<file path="src/rtl/conversor_bcd_pkg.sv">
// Shared types, sizes and the nibble-wise add-3 correction for the
// binary-to-BCD result converter.
package conversor_bcd_pkg;

  localparam int BCD_WIDTH  = 7;
  localparam int BCD_DIGITS = 3;
  localparam int CNT_W      = $clog2(BCD_WIDTH);

  typedef enum logic [1:0] {
    IDLE = 2'd0,
    CONV = 2'd1,
    FIN  = 2'd2
  } state_e;

  // Each nibble is corrected on its own; a nibble >= 5 cannot overflow 4 bits.
  function automatic logic [4*BCD_DIGITS-1:0] add3_nibbles(
    input logic [4*BCD_DIGITS-1:0] v
  );
    logic [4*BCD_DIGITS-1:0] r;
    r = v;
    for (int i = 0; i < BCD_DIGITS; i++) begin
      if (v[4*i +: 4] >= 4'd5) r[4*i +: 4] = v[4*i +: 4] + 4'd3;
    end
    return r;
  endfunction

endpackage

</file>
<file path="src/rtl/conversor_bcd_resultado_step.sv">
// One double-dabble iteration: add-3 correction on the BCD part, then shift
// the whole {bcd, binary} vector left by one.
module bcd_dabble_step
  import conversor_bcd_pkg::*;
#(
  parameter int WIDTH  = BCD_WIDTH,
  parameter int DIGITS = BCD_DIGITS
) (
  input  logic [4*DIGITS+WIDTH-1:0] vec_i,
  output logic [4*DIGITS+WIDTH-1:0] vec_o
);

  logic [4*DIGITS+WIDTH-1:0] corr;

  assign corr  = {add3_nibbles(vec_i[4*DIGITS+WIDTH-1:WIDTH]), vec_i[WIDTH-1:0]};
  assign vec_o = {corr[4*DIGITS+WIDTH-2:0], 1'b0};

endmodule

</file>
<file path="src/rtl/conversor_bcd_resultado.sv">
// Latches quotient/remainder on start and converts both to BCD, one bit per clock.
// state | meaning: IDLE wait for start | CONV one shift per clock | FIN publish result
module conversor_bcd_resultado
  import conversor_bcd_pkg::*;
#(
  parameter int WIDTH  = BCD_WIDTH,
  parameter int DIGITS = BCD_DIGITS
) (
  input  logic                  clk,
  input  logic                  rst,
  input  logic                  start,
  input  logic [WIDTH-1:0]      cociente,
  input  logic [WIDTH-1:0]      resto,
  output logic [4*DIGITS-1:0]   bcd_q,
  output logic [4*DIGITS-1:0]   bcd_r,
  output logic                  busy,
  output logic                  done
);

  localparam int SW = 4*DIGITS + WIDTH;

  state_e              state_q, state_d;
  logic [CNT_W-1:0]    cnt_q, cnt_d;
  logic [SW-1:0]       shq_q, shq_d, shr_q, shr_d;
  logic [SW-1:0]       stepq, stepr;
  logic [4*DIGITS-1:0] bcdq_q, bcdq_d, bcdr_q, bcdr_d;
  logic                done_q, done_d;

  bcd_dabble_step #(.WIDTH(WIDTH), .DIGITS(DIGITS)) u_step_q (
    .vec_i (shq_q),
    .vec_o (stepq)
  );

  bcd_dabble_step #(.WIDTH(WIDTH), .DIGITS(DIGITS)) u_step_r (
    .vec_i (shr_q),
    .vec_o (stepr)
  );

  always_comb begin
    state_d = state_q;
    cnt_d   = cnt_q;
    shq_d   = shq_q;
    shr_d   = shr_q;
    bcdq_d  = bcdq_q;
    bcdr_d  = bcdr_q;
    done_d  = 1'b0;
    case (state_q)
      IDLE: begin
        if (start) begin
          shq_d   = {{(4*DIGITS){1'b0}}, cociente};
          shr_d   = {{(4*DIGITS){1'b0}}, resto};
          cnt_d   = '0;
          state_d = CONV;
        end
      end
      CONV: begin
        shq_d = stepq;
        shr_d = stepr;
        cnt_d = cnt_q + CNT_W'(1);
        if (cnt_q == CNT_W'(WIDTH-1)) state_d = FIN;
      end
      FIN: begin
        bcdq_d  = shq_q[SW-1:WIDTH];
        bcdr_d  = shr_q[SW-1:WIDTH];
        done_d  = 1'b1;
        state_d = IDLE;
      end
      default: state_d = IDLE;
    endcase
  end

  always_ff @(posedge clk) begin
    if (!rst) begin
      state_q <= IDLE;
      cnt_q   <= '0;
      shq_q   <= '0;
      shr_q   <= '0;
      bcdq_q  <= '0;
      bcdr_q  <= '0;
      done_q  <= 1'b0;
    end else begin
      state_q <= state_d;
      cnt_q   <= cnt_d;
      shq_q   <= shq_d;
      shr_q   <= shr_d;
      bcdq_q  <= bcdq_d;
      bcdr_q  <= bcdr_d;
      done_q  <= done_d;
    end
  end

  assign bcd_q = bcdq_q;
  assign bcd_r = bcdr_q;
  assign busy  = (state_q != IDLE);
  assign done  = done_q;

endmodule
</file>
<file path="config.mk">
export PLATFORM = sky130hd
export DESIGN_NAME = conversor_bcd_resultado
export DESIGN_NICKNAME = d
export VERILOG_FILES = /design/src/rtl/conversor_bcd_pkg.sv /design/src/rtl/conversor_bcd_resultado_step.sv /design/src/rtl/conversor_bcd_resultado.sv
export SDC_FILE = /design/constraint.sdc
export NUM_CORES = 1
export LEC_CHECK = 0
export BUFFER_PORTS_ARGS = -buffer_cell sky130_fd_sc_hd__buf_2
export CAP_MARGIN = 5
export CORE_ASPECT_RATIO = 1.2
export CORE_MARGIN = 2
export CORE_UTILIZATION = 57
export CTS_CLUSTER_SIZE = 28
export DETAILED_ROUTE_END_ITERATION = 12
export HOLD_SLACK_MARGIN = 0.06
export PLACE_DENSITY = 0.78
export SLEW_MARGIN = 20
export SYNTH_ARGS = -nofsm -noshare
export SYNTH_HDL_FRONTEND = slang
export SYNTH_SLANG_ARGS = --single-unit
</file>
<file path="constraint.sdc">
create_clock -name clk -period 1.7 [get_ports clk]
set_input_delay 0.51 -clock clk [delete_from_list [all_inputs] [get_ports clk]]
set_output_delay 0.51 -clock clk [all_outputs]
set_load 0.02 [all_outputs]
</file>
Word-level counts from Yosys, hierarchy flattened
Cells that the tools add are included.

Add/subtract/negate cells: 7. Multiplexer cells: 16. Eq/ne operators: 5. Reduce and logical (&&, ||, !) cells: 5. Magnitude comparators: 6.

Operator list (number): one-hot mux 19 bit (2 select lines) (2); 2-to-1 mux 19 bit (2); greater-or-equal comparator 4 x 3 -> 1 bit (second input constant) (6); adder 4 x 2 -> 4 bit (second input constant) (4); 2-to-1 mux 4 bit (4); 2-to-1 mux 3 bit (3); adder 3 x 2 -> 3 bit (second input constant) (2); one-hot mux 3 bit (2 select lines) (1); 2-to-1 mux 2 bit (2); != test 2 bit (second input constant) (2); one-hot mux 2 bit (2 select lines) (1); AND reduction 2 bit (2); nonzero test 2 bit (2); adder 3 x 1 -> 3 bit (second input constant) (1); equality test 3 bit (second input constant) (1); equality test 2 x 1 -> 1 bit (second input constant) (1); equality test 2 bit (second input constant) (1); zero test 2 bit (1); 2-to-1 mux 1 bit (1).

Word-level logic and storage cells: 46. Register bits after elaboration: 68. Input port bits: 17. Output and inout port bits: 26.

Depth between registers and ports, before layout
Gate-level depths: netlist (run 1).

Depth after elaboration: 3. Gate-level depth with buffers: 7. Mapped depth without buffers: 6.

Cells and area by module
From an unflattened synthesis (run 1), not the netlist that was laid out.

Cells, all modules: 373. Area, all modules: 3181.8 um^2.

Modules (own cells, without submodules): conversor_bcd_resultado (seq. area each 1361.3 um^2, area each 2486.1 um^2, times used 1, cells an instance 267); bcd_dabble_step (seq. area each 0.0 um^2, area each 347.8 um^2, times used 2, cells an instance 53).

Least setup slack after synthesis (run 1)
Ideal clock, no wire load.

Kind: register to register. From: register shr_q[8]. To: register shr_q[9]. Setup time: 0.074 ns. Required time: 1.626 ns. Path buffers: 0. Clock period less this slack: 1.473 ns. Slack: 0.227 ns. Data arrival time: 1.398 ns. Cell stages (with the launch flop): 7. Cells stage by stage: dfxtp_1 inv_1 ha_1 nand2b_1 a21oi_1 mux2_2 o21ai_0.

Word-level cells in the longest chain between the ends: 3. Elaborated cells on any way between the ends: 4. Those cells by class: add/sub: 1; order compare: 1; mux: 2.

Ends and longest elaborated chain: start, declared (line conversor_bcd_resultado.sv:24) `logic [SW-1:0] shq_q, shq_d, shr_q, shr_d;`; start signal, assigned (line conversor_bcd_resultado.sv:85) `shr_q <= shr_d;`; adder 4 x 2 -> 4 bit or greater-or-equal comparator 4 x 3 -> 1 bit (tied branches) (line conversor_bcd_pkg.sv:22) `if (v[4*i +: 4] >= 4'd5) r[4*i +: 4] = v[4*i +: 4] + 4'd3;`; 2-to-1 mux 4 bit * (line conversor_bcd_pkg.sv:22); one-hot mux 19 bit (2 select lines) * (line conversor_bcd_resultado.sv:47) `case (state_q)`.

Every way passes the cells marked *; elsewhere a longest branch is shown, timed or not. A chain may end at the register's enable or synchronous reset.

Worst setup path after layout (run 1)
From: register state_q[1]. To: output port busy.

Word-level cells in the longest chain between the ends: 1.

Ends and longest elaborated chain: start, declared (line conversor_bcd_resultado.sv:22) `state_e state_q, state_d;`; start signal, assigned (line conversor_bcd_resultado.sv:82) `state_q <= state_d;`; nonzero test 2 bit (line conversor_bcd_resultado.sv:94) `assign busy = (state_q != IDLE);`; end, declared (line conversor_bcd_resultado.sv:16) `output logic busy,`.

No other way between the ends.

==> results.json, run 1 <==
{
  "tightest_slew_ns": 0.339,
  "port_buffers": 42,
  "post-route-period-util_pct": 97.8,
  "antenna_found_initial": 0,
  "first_global_vias": 2545,
  "slew_headroom_pct": 77.4,
  "place_inst": 461,
  "finClkSkew_ns": 0.0114,
  "syn_area_um2": 3210,
  "drtIter0Drc": 132,
  "synth_area_per_cell_um2": 8.76,
  "vias": 2573,
  "synth.distinct_cells": 33,
  "yosysSeqAreaShare_pct": 42.5,
  "num_rows": 29,
  "viasPerCell": 5.38,
  "fp.coreArea_um2": 5370,
  "fin_crit_ns": 1.66,
  "yosysTopAreaCell": "dfxtp_1",
  "ant_nets": 0,
  "syn_to_final_growth_pct": 15.1,
  "outcome": "complete, no violations",
  "place_congestion": 0.814,
  "pwr_density_cell_nw_per_um2": 900,
  "clk_latency_ns": 0.34,
  "cts.hold.buffers_added": 0,
  "hpwlAfterDp_um": 4450,
  "numCtsBuffers": 9,
  "required_ns": 1.19,
  "drc": 0,
  "start_kind": "flip-flop",
  "fillers": 438,
  "wl_um": 6470,
  "final_util_pct": 68.8,
  "slew_viol_final": 0,
  "synth_area_leaders": "dfxtp_1, nand2_1, ha_1, a21boi_0, o221a_2",
  "synth-seq-cells": 68,
  "synth-main-ff-cell": "dfxtp_1",
  "cts_tree": "done",
  "fin_cells": 478,
  "nets": 442,
  "grt_max_degree": 26,
  "synthCells": 366,
  "maxCapViolCount": 0,
  "initial_core_util_pct": 59.7,
  "critPathMaxFanout": 5,
  "end_kind": "primary output",
  "firstDrtPassIters": 4,
  "grt.overflow.total": 0,
  "clock_sinks": 68,
  "synth_nets": 397,
  "fin_tns_setup_ns": 0,
  "finalHoldViolations": 0,
  "root_buffer": "clkbuf_8",
  "die_area_um2": 6240,
  "drive_gt1_share_pct": 24.8,
  "synth_edf_count": 0,
  "clock_path_buffers": 2,
  "fmax_mhz": 601,
  "clkTransAtPathRegs_ns": 0.07,
  "multi_input_area_um2": 1630,
  "synth_commonest_cells": "dfxtp_1, nand2_1, a21oi_1, a21boi_0, nor2b_1",
  "ys_warn_count": 0,
  "cts_htree_levels": 3,
  "critPathArrivalTime_ns": 1.15,
  "setup_viol": 0,
  "path_class": "flip-flop to primary output",
  "die_w_um": 72.5,
  "leakagePower_nw": 1.47,
  "ios": 43,
  "ff_latch_area_um2": 1370,
  "route.detailed.wl_per_inst_um": 13.5,
  "ir_drop_mv": 0.726,
  "grt.total_usage_pct": 22.7,
  "hold_path_class": "flip-flop to flip-flop",
  "grt_pass1_wl_um": 11200,
  "rsz0062_at_grt": "false",
  "diodes": 0,
  "synth_top_area_share_pct": 42.5,
  "async_reset_ff_share_pct": 0,
  "die_h_um": 86.2
}
## metal layers
metal / GRT usage [%] / vias to the layer above / share of wire (%) / wire length, um
met5: 0 / - / 0 / 0
li1: - / 1315 / - / -
met1: 27.5 / 1197 / 46 / 2990
met4: 8.08 / 0 / 1.4 / 91
met3: 5.99 / 7 / 3.8 / 243
met2: 38.5 / 54 / 49 / 3150
## sequential cells by signal (all words and copies together), names as in the netlist
| signal | flops |
|---|---|
| shq_q | 19 |
| bcd_q | 12 |
| done | 1 |
| state_q | 2 |
| cnt_q | 3 |
| bcd_r | 12 |
| shr_q | 19 |
## power by group
| group | switching, mW | total [mW] | internal, mW |
|---|---|---|---|
| clock network | 0.614 | 1.43 | 0.820 |
| registers | 0.0219 | 1.65 | 1.63 |
| logic | 0.125 | 0.240 | 0.115 |
| total | 0.761 | 3.32 | 2.56 |
## layout make-up
type                    count  area share, %
multi-input cells         259           44.1
clock buffers               9           3.35
inverters                  13           1.32
repair buffers             60           9.69
well taps                  62           2.10
flip-flops and latches     68           37.0
clock inverters             7           2.47
## timing repair
item / CTS / global route
resized for setup: 2 / 2
setup buffers: 1 / 0
setup endpoints to repair: 1 / 2
## kinds of logic (layout without fill, tap and decap cells)
kind of cell | Yosys count | count (layout) | synth area share [%]
AND/OR/NAND/NOR | 133 | 133 | 19.6
AO/OA/AOI/OAI | 95 | 95 | 20.4
flip-flops | 68 | 68 | 42.5
buffers and inverters | 39 | 89 | 6.95
adder cells (fa/ha/maj) | 14 | 14 | 5.46
XOR/XNOR | 10 | 10 | 2.73
multiplexers | 7 | 7 | 2.46
## placed cells by master (no fill, tap or decap), types with 4 or more instances in the layout
| cell | count |
|---|---|
| a21boi_0 | 18 |
| a21boi_1 | 12 |
| a21oi_1 | 19 |
| and2_1 | 4 |
| buf_2 | 42 |
| buf_4 | 17 |
| clkbuf_8 | 9 |
| dfxtp_1 | 66 |
| ha_1 | 14 |
| inv_1 | 13 |
| mux2_2 | 7 |
| nand2_1 | 68 |
| nand2b_1 | 9 |
| nand3_1 | 7 |
| nor2_1 | 14 |
| nor2b_1 | 18 |
| nor3_1 | 6 |
| o21ai_0 | 11 |
| o21ai_1 | 13 |
| o221a_2 | 12 |
| o31ai_1 | 4 |
| xnor2_1 | 6 |
| xor2_1 | 4 |
## per-stage QoR
step	total power, mW	worst slack [ns]	hold slack (ns)	instance area (um2)
after global routing	3.46	0.00329	0.470	3690
after floorplan	1.86	0.227	0.439	3210
after CTS	3.34	0.0109	0.456	3690
final	3.32	0.0371	0.452	3690
after detailed placement	1.92	0.115	0.446	3460
after global placement	1.91	0.192	0.437	3460
## path summary, 6_finish.rpt
kind | endpoint | slack [ns] | startpoint | cells after the start
worst max-delay path | busy | 0.04 | state_q[1] | 2
worst min-delay path | bcd_r[7] | 0.45 | bcd_r[7] | 2
worst max register to register | shq_q[13] | 0.12 | shq_q[12] | 6
worst min register to register | bcd_r[7] | 0.45 | bcd_r[7] | 2
## critical path, cell delays in order (launching register included)
cell	delay [ns]
dfxtp_2	0.34
or2_2	0.31
buf_2	0.17
(Power assumes the default switching activity.)
==> run 2: changes to the inputs <==
PLACE_DENSITY = not set   (was 0.78)
PLACE_DENSITY_LB_ADDON = 0.1   (was not set)
==> results.json, run 2 (synthesis gave the netlist of run 1 again) <==
{
  "outcome": "complete, no violations",
  "die_h_um": 86.2,
  "clk_latency_ns": 0.34,
  "vias": 2473,
  "grt_pass1_wl_um": 10300,
  "pre_cts_ws_ns": 0.136,
  "mostFrequentLayoutCell": "nand2_1",
  "required_ns": 1.19,
  "cts_tree": "done",
  "first_global_vias": 2286,
  "r2r_setup_slack_ns": 0.18,
  "path_cells": "or2_2 -> buf_6",
  "critPathTopFamily": "flip-flops",
  "path_class": "flip-flop to primary output",
  "start_kind": "flip-flop",
  "wl_um": 6030,
  "clock_sinks": 68,
  "fp.coreArea_um2": 5370,
  "tightest_slew_ns": 0.342,
  "cpMaxStageDelayCell": "dfxtp_4",
  "clock_path_buffers": 2,
  "crit_buf_inv": 1,
  "nets": 443,
  "fin_tns_setup_ns": 0,
  "slew_headroom_pct": 77.2,
  "p_total_mw": 3.28,
  "pwr_density_cell_nw_per_um2": 889,
  "finalHoldViolations": 0,
  "num_rows": 29,
  "slowest_delay_ns": 0.35,
  "drc": 0,
  "finalInstanceArea_um2": 3690,
  "critPathMaxFanout": 2,
  "cts_htree_levels": 3,
  "fmax_mhz": 608,
  "root_buffer": "clkbuf_8",
  "maxCapViolCount": 0,
  "die_area_um2": 6240,
  "end_kind": "primary output",
  "placed_area_um2": 3440,
  "rsz0062_at_grt": "false",
  "grt.overflow.total": 0,
  "slew_viol_final": 0,
  "drtIter0Drc": 148,
  "hpwlAfterDp_um": 4000,
  "place_congestion": 0.784,
  "grt.total_usage_pct": 20.9,
  "whs_ns": 0.450,
  "fin_crit_ns": 1.64,
  "grt_max_degree": 26,
  "numCtsBuffers": 9,
  "clkTransAtPathRegs_ns": 0.07,
  "cts.hold.buffers_added": 0,
  "hold_path_class": "flip-flop to flip-flop",
  "diodes": 0,
  "viasPerCell": 5.18,
  "port_buffers": 42,
  "ant_nets": 0,
  "drive_gt1_share_pct": 24.6,
  "ir_drop_mv": 0.578,
  "top_regs": "shq_q x19, shr_q x19",
  "setup_ws_ns": 0.0555,
  "finClkSkew_ns": 0.00704,
  "ios": 43,
  "initial_core_util_pct": 59.7,
  "final_cell_mix": "nand2_1, dfxtp_1, buf_2",
  "firstDrtPassIters": 4,
  "die_w_um": 72.5,
  "leakagePower_nw": 1.47,
  "setup_viol": 0,
  "critPathArrivalTime_ns": 1.13,
  "syn_to_final_growth_pct": 15.1,
  "antenna_found_initial": 0,
  "route.detailed.wl_per_inst_um": 12.6,
  "post-route-period-util_pct": 96.7
}
## run 2: worst register-to-register path, cell delays in order (launching register included)
cell and delay (ns):
dfxtp_1 0.35, inv_1 0.08, ha_1 0.17, nand2b_1 0.13
a21oi_1 0.24, mux2_2 0.36, o21ai_1 0.12
## run 2: path summary, 6_finish.rpt
path | from | end | depth (start not counted)
setup / recovery | state_q[1] | busy | 2
hold / removal | bcd_r[7] | bcd_r[7] | 2
setup reg to reg | shr_q[16] | shr_q[17] | 6
hold reg to reg | bcd_r[7] | bcd_r[7] | 2
## run 2: layout make-up
cell class	instances	area, um2
fill	440	1680
multi-input combinational	259	1630
sequential	68	1370
timing repair buffer	61	359
clock buffer	13	179
tap	62	77.6
inverter	13	48.8
clock inverter	1	30.0
## run 2: timing repair
| action | 4_1_cts | 5_1_grt |
|---|---|---|
| setup buffers | 1 | 2 |
| setup endpoints to repair | 1 | 2 |
| gates resized for setup | 4 | 3 |
| cloned | 0 | 0 |
## run 2: routing by layer
| metal | wire (um) | up-vias | track usage (%) |
|---|---|---|---|
| met5 | 0 | - | 0 |
| met4 | 84 | 0 | 8.08 |
| met3 | 220 | 7 | 6.35 |
| met2 | 2750 | 42 | 33.5 |
| met1 | 2980 | 1108 | 26.3 |
| li1 | - | 1316 | - |
## run 2: stage by stage
step	util (%)	cells
after floorplan	-	366
after global placement	64.1	460
after detailed placement	64.1	460
after CTS	68.2	475
after global routing	68.7	477
final	68.7	477
## run 2: report_power, final
part           switching (mW)  internal, mW  total (mW)
Clock                   0.575         0.822        1.40
Sequential             0.0224          1.63        1.65
Combinational           0.119         0.115       0.234
Total                   0.717          2.56        3.28
==> run 3: changes to the inputs <==
CORE_ASPECT_RATIO = 1.75   (was 1.2)
PLACE_DENSITY = 0.78   (was not set)
PLACE_DENSITY_LB_ADDON = not set   (was 0.1)
==> results.json, run 3 (synthesis gave the netlist of run 1 again) <==
{
  "outcome": "complete, no violations",
  "grt_max_degree": 31,
  "end_kind": "primary output",
  "crit_start": "state_q[1]",
  "ios": 43,
  "vias": 2542,
  "clkTransAtPathRegs_ns": 0.07,
  "clock_path_buffers": 2,
  "first_global_vias": 2465,
  "fillers": 507,
  "grtUsageMet1_pct": 25.1,
  "antenna_found_initial": 0,
  "drtIter0Drc": 53,
  "num_rows": 36,
  "pwr_density_cell_nw_per_um2": 822,
  "nets": 442,
  "place_inst": 475,
  "final_cell_mix": "nand2_1, dfxtp_1, buf_2",
  "leakagePower_nw": 1.45,
  "path_class": "flip-flop to primary output",
  "numCtsBuffers": 9,
  "ir_drop_mv": 0.494,
  "maxCapViolCount": 0,
  "root_buffer": "clkbuf_8",
  "grt_pass1_wl_um": 10600,
  "die_w_um": 60.7,
  "cts_htree_levels": 3,
  "drive_gt1_share_pct": 23.6,
  "clock_sinks": 68,
  "ff_latch_area_um2": 1370,
  "firstDrtPassIters": 5,
  "grt.overflow.total": 0,
  "route.detailed.wl_per_inst_um": 12.4,
  "fin_crit_ns": 1.58,
  "fin_cells": 492,
  "required_ns": 1.19,
  "cts.hold.buffers_added": 0,
  "place_congestion": 0.761,
  "slew_headroom_pct": 74.6,
  "hp-start": "bcd_r[8]",
  "finalHoldViolations": 0,
  "fin_tns_setup_ns": 0,
  "clk_latency_ns": 0.35,
  "r2r-start": "shr_q[16]",
  "start_kind": "flip-flop",
  "cts_tree": "done",
  "tightest_slew_ns": 0.381,
  "die_area_um2": 6270,
  "setup_viol": 0,
  "mostFrequentLayoutCell": "nand2_1",
  "critPathMaxFanout": 3,
  "hpwlAfterDp_um": 4370,
  "fp.coreArea_um2": 5500,
  "finClkSkew_ns": 0.00709,
  "grtUsageMet2_pct": 38.7,
  "viasPerCell": 5.17,
  "wl_um": 6120,
  "fmax_mhz": 633,
  "cpMaxStageDelayCell": "dfxtp_1",
  "multi_input_area_um2": 1630,
  "top_usage_layer": "met2",
  "path_cells": "or2_4 -> buf_4",
  "die_h_um": 103,
  "grt.total_usage_pct": 22.6,
  "slew_viol_final": 0,
  "port_buffers": 42,
  "top_regs": "shq_q x19, shr_q x19",
  "diodes": 0,
  "post-route-period-util_pct": 93.0,
  "rsz0062_at_grt": "false",
  "grtUsageMet3_pct": 5.47,
  "drc": 0,
  "initial_core_util_pct": 58.4,
  "slowest_delay_ns": 0.32,
  "hold_path_class": "flip-flop to flip-flop",
  "syn_to_final_growth_pct": 14.6,
  "critPathArrivalTime_ns": 1.07,
  "ant_nets": 0
}
run 3: changes by cell type in the layout (fill, tap and decap cells not counted), sizes merged:
cell,previous run,this run
buf,61,60
clkbuf,13,14
clkinv,0,2
bufinv,1,0
run 3: final timing paths:
path	cells after the start	end	slack [ns]
worst max-delay path	2	busy	0.12
worst min register to register	2	bcd_r[8]	0.45
worst max register to register	6	shr_q[17]	0.16
worst min-delay path	2	bcd_r[8]	0.45
run 3: timing repair:
action                                  in CTS  in global routing
gates resized for setup                      3                  2
endpoints found under the setup margin       1                  2
setup buffers                                1                  0
run 3: per-stage QoR:
step | cell area (um2) | hold slack [ns] | utilization [%] | worst slack (ns) | power [mW]
finish | 3670 | 0.447 | 66.8 | 0.119 | 3.02
global route | 3670 | 0.476 | 66.8 | 0.0299 | 3.15
CTS | 3670 | 0.451 | 66.7 | 0.0281 | 3.06
detailed placement | 3490 | 0.442 | 63.5 | 0.115 | 1.93
global placement | 3490 | 0.439 | 63.5 | 0.197 | 1.92
floorplan | 3210 | 0.439 | - | 0.227 | 1.86
run 3: layout make-up:
class | instances | share of cell area, %
timing repair buffer | 60 | 10.1
clock inverter | 2 | 0.272
clock buffer | 14 | 4.16
inverter | 13 | 1.33
multi-input combinational | 259 | 44.3
sequential | 68 | 37.2
tap | 76 | 2.59
run 3: critical path: cells and delay by family, from the launching register on:
family | cells | cell delay (ns)
buf+inv | 1 | 0.16
flops | 1 | 0.32
simple gates | 1 | 0.25
run 3: power by group:
group	total, mW	switching (mW)	internal (mW)
combinational	0.243	0.123	0.120
clock	1.13	0.562	0.566
sequential	1.65	0.0220	1.63
run 3: layer usage:
| layer | vias to the layer above | wire length (um) |
|---|---|---|
| met5 | - | 0 |
| met4 | 0 | 159 |
| met3 | 14 | 198 |
| met2 | 44 | 3120 |
| met1 | 1164 | 2640 |
| li1 | 1320 | - |
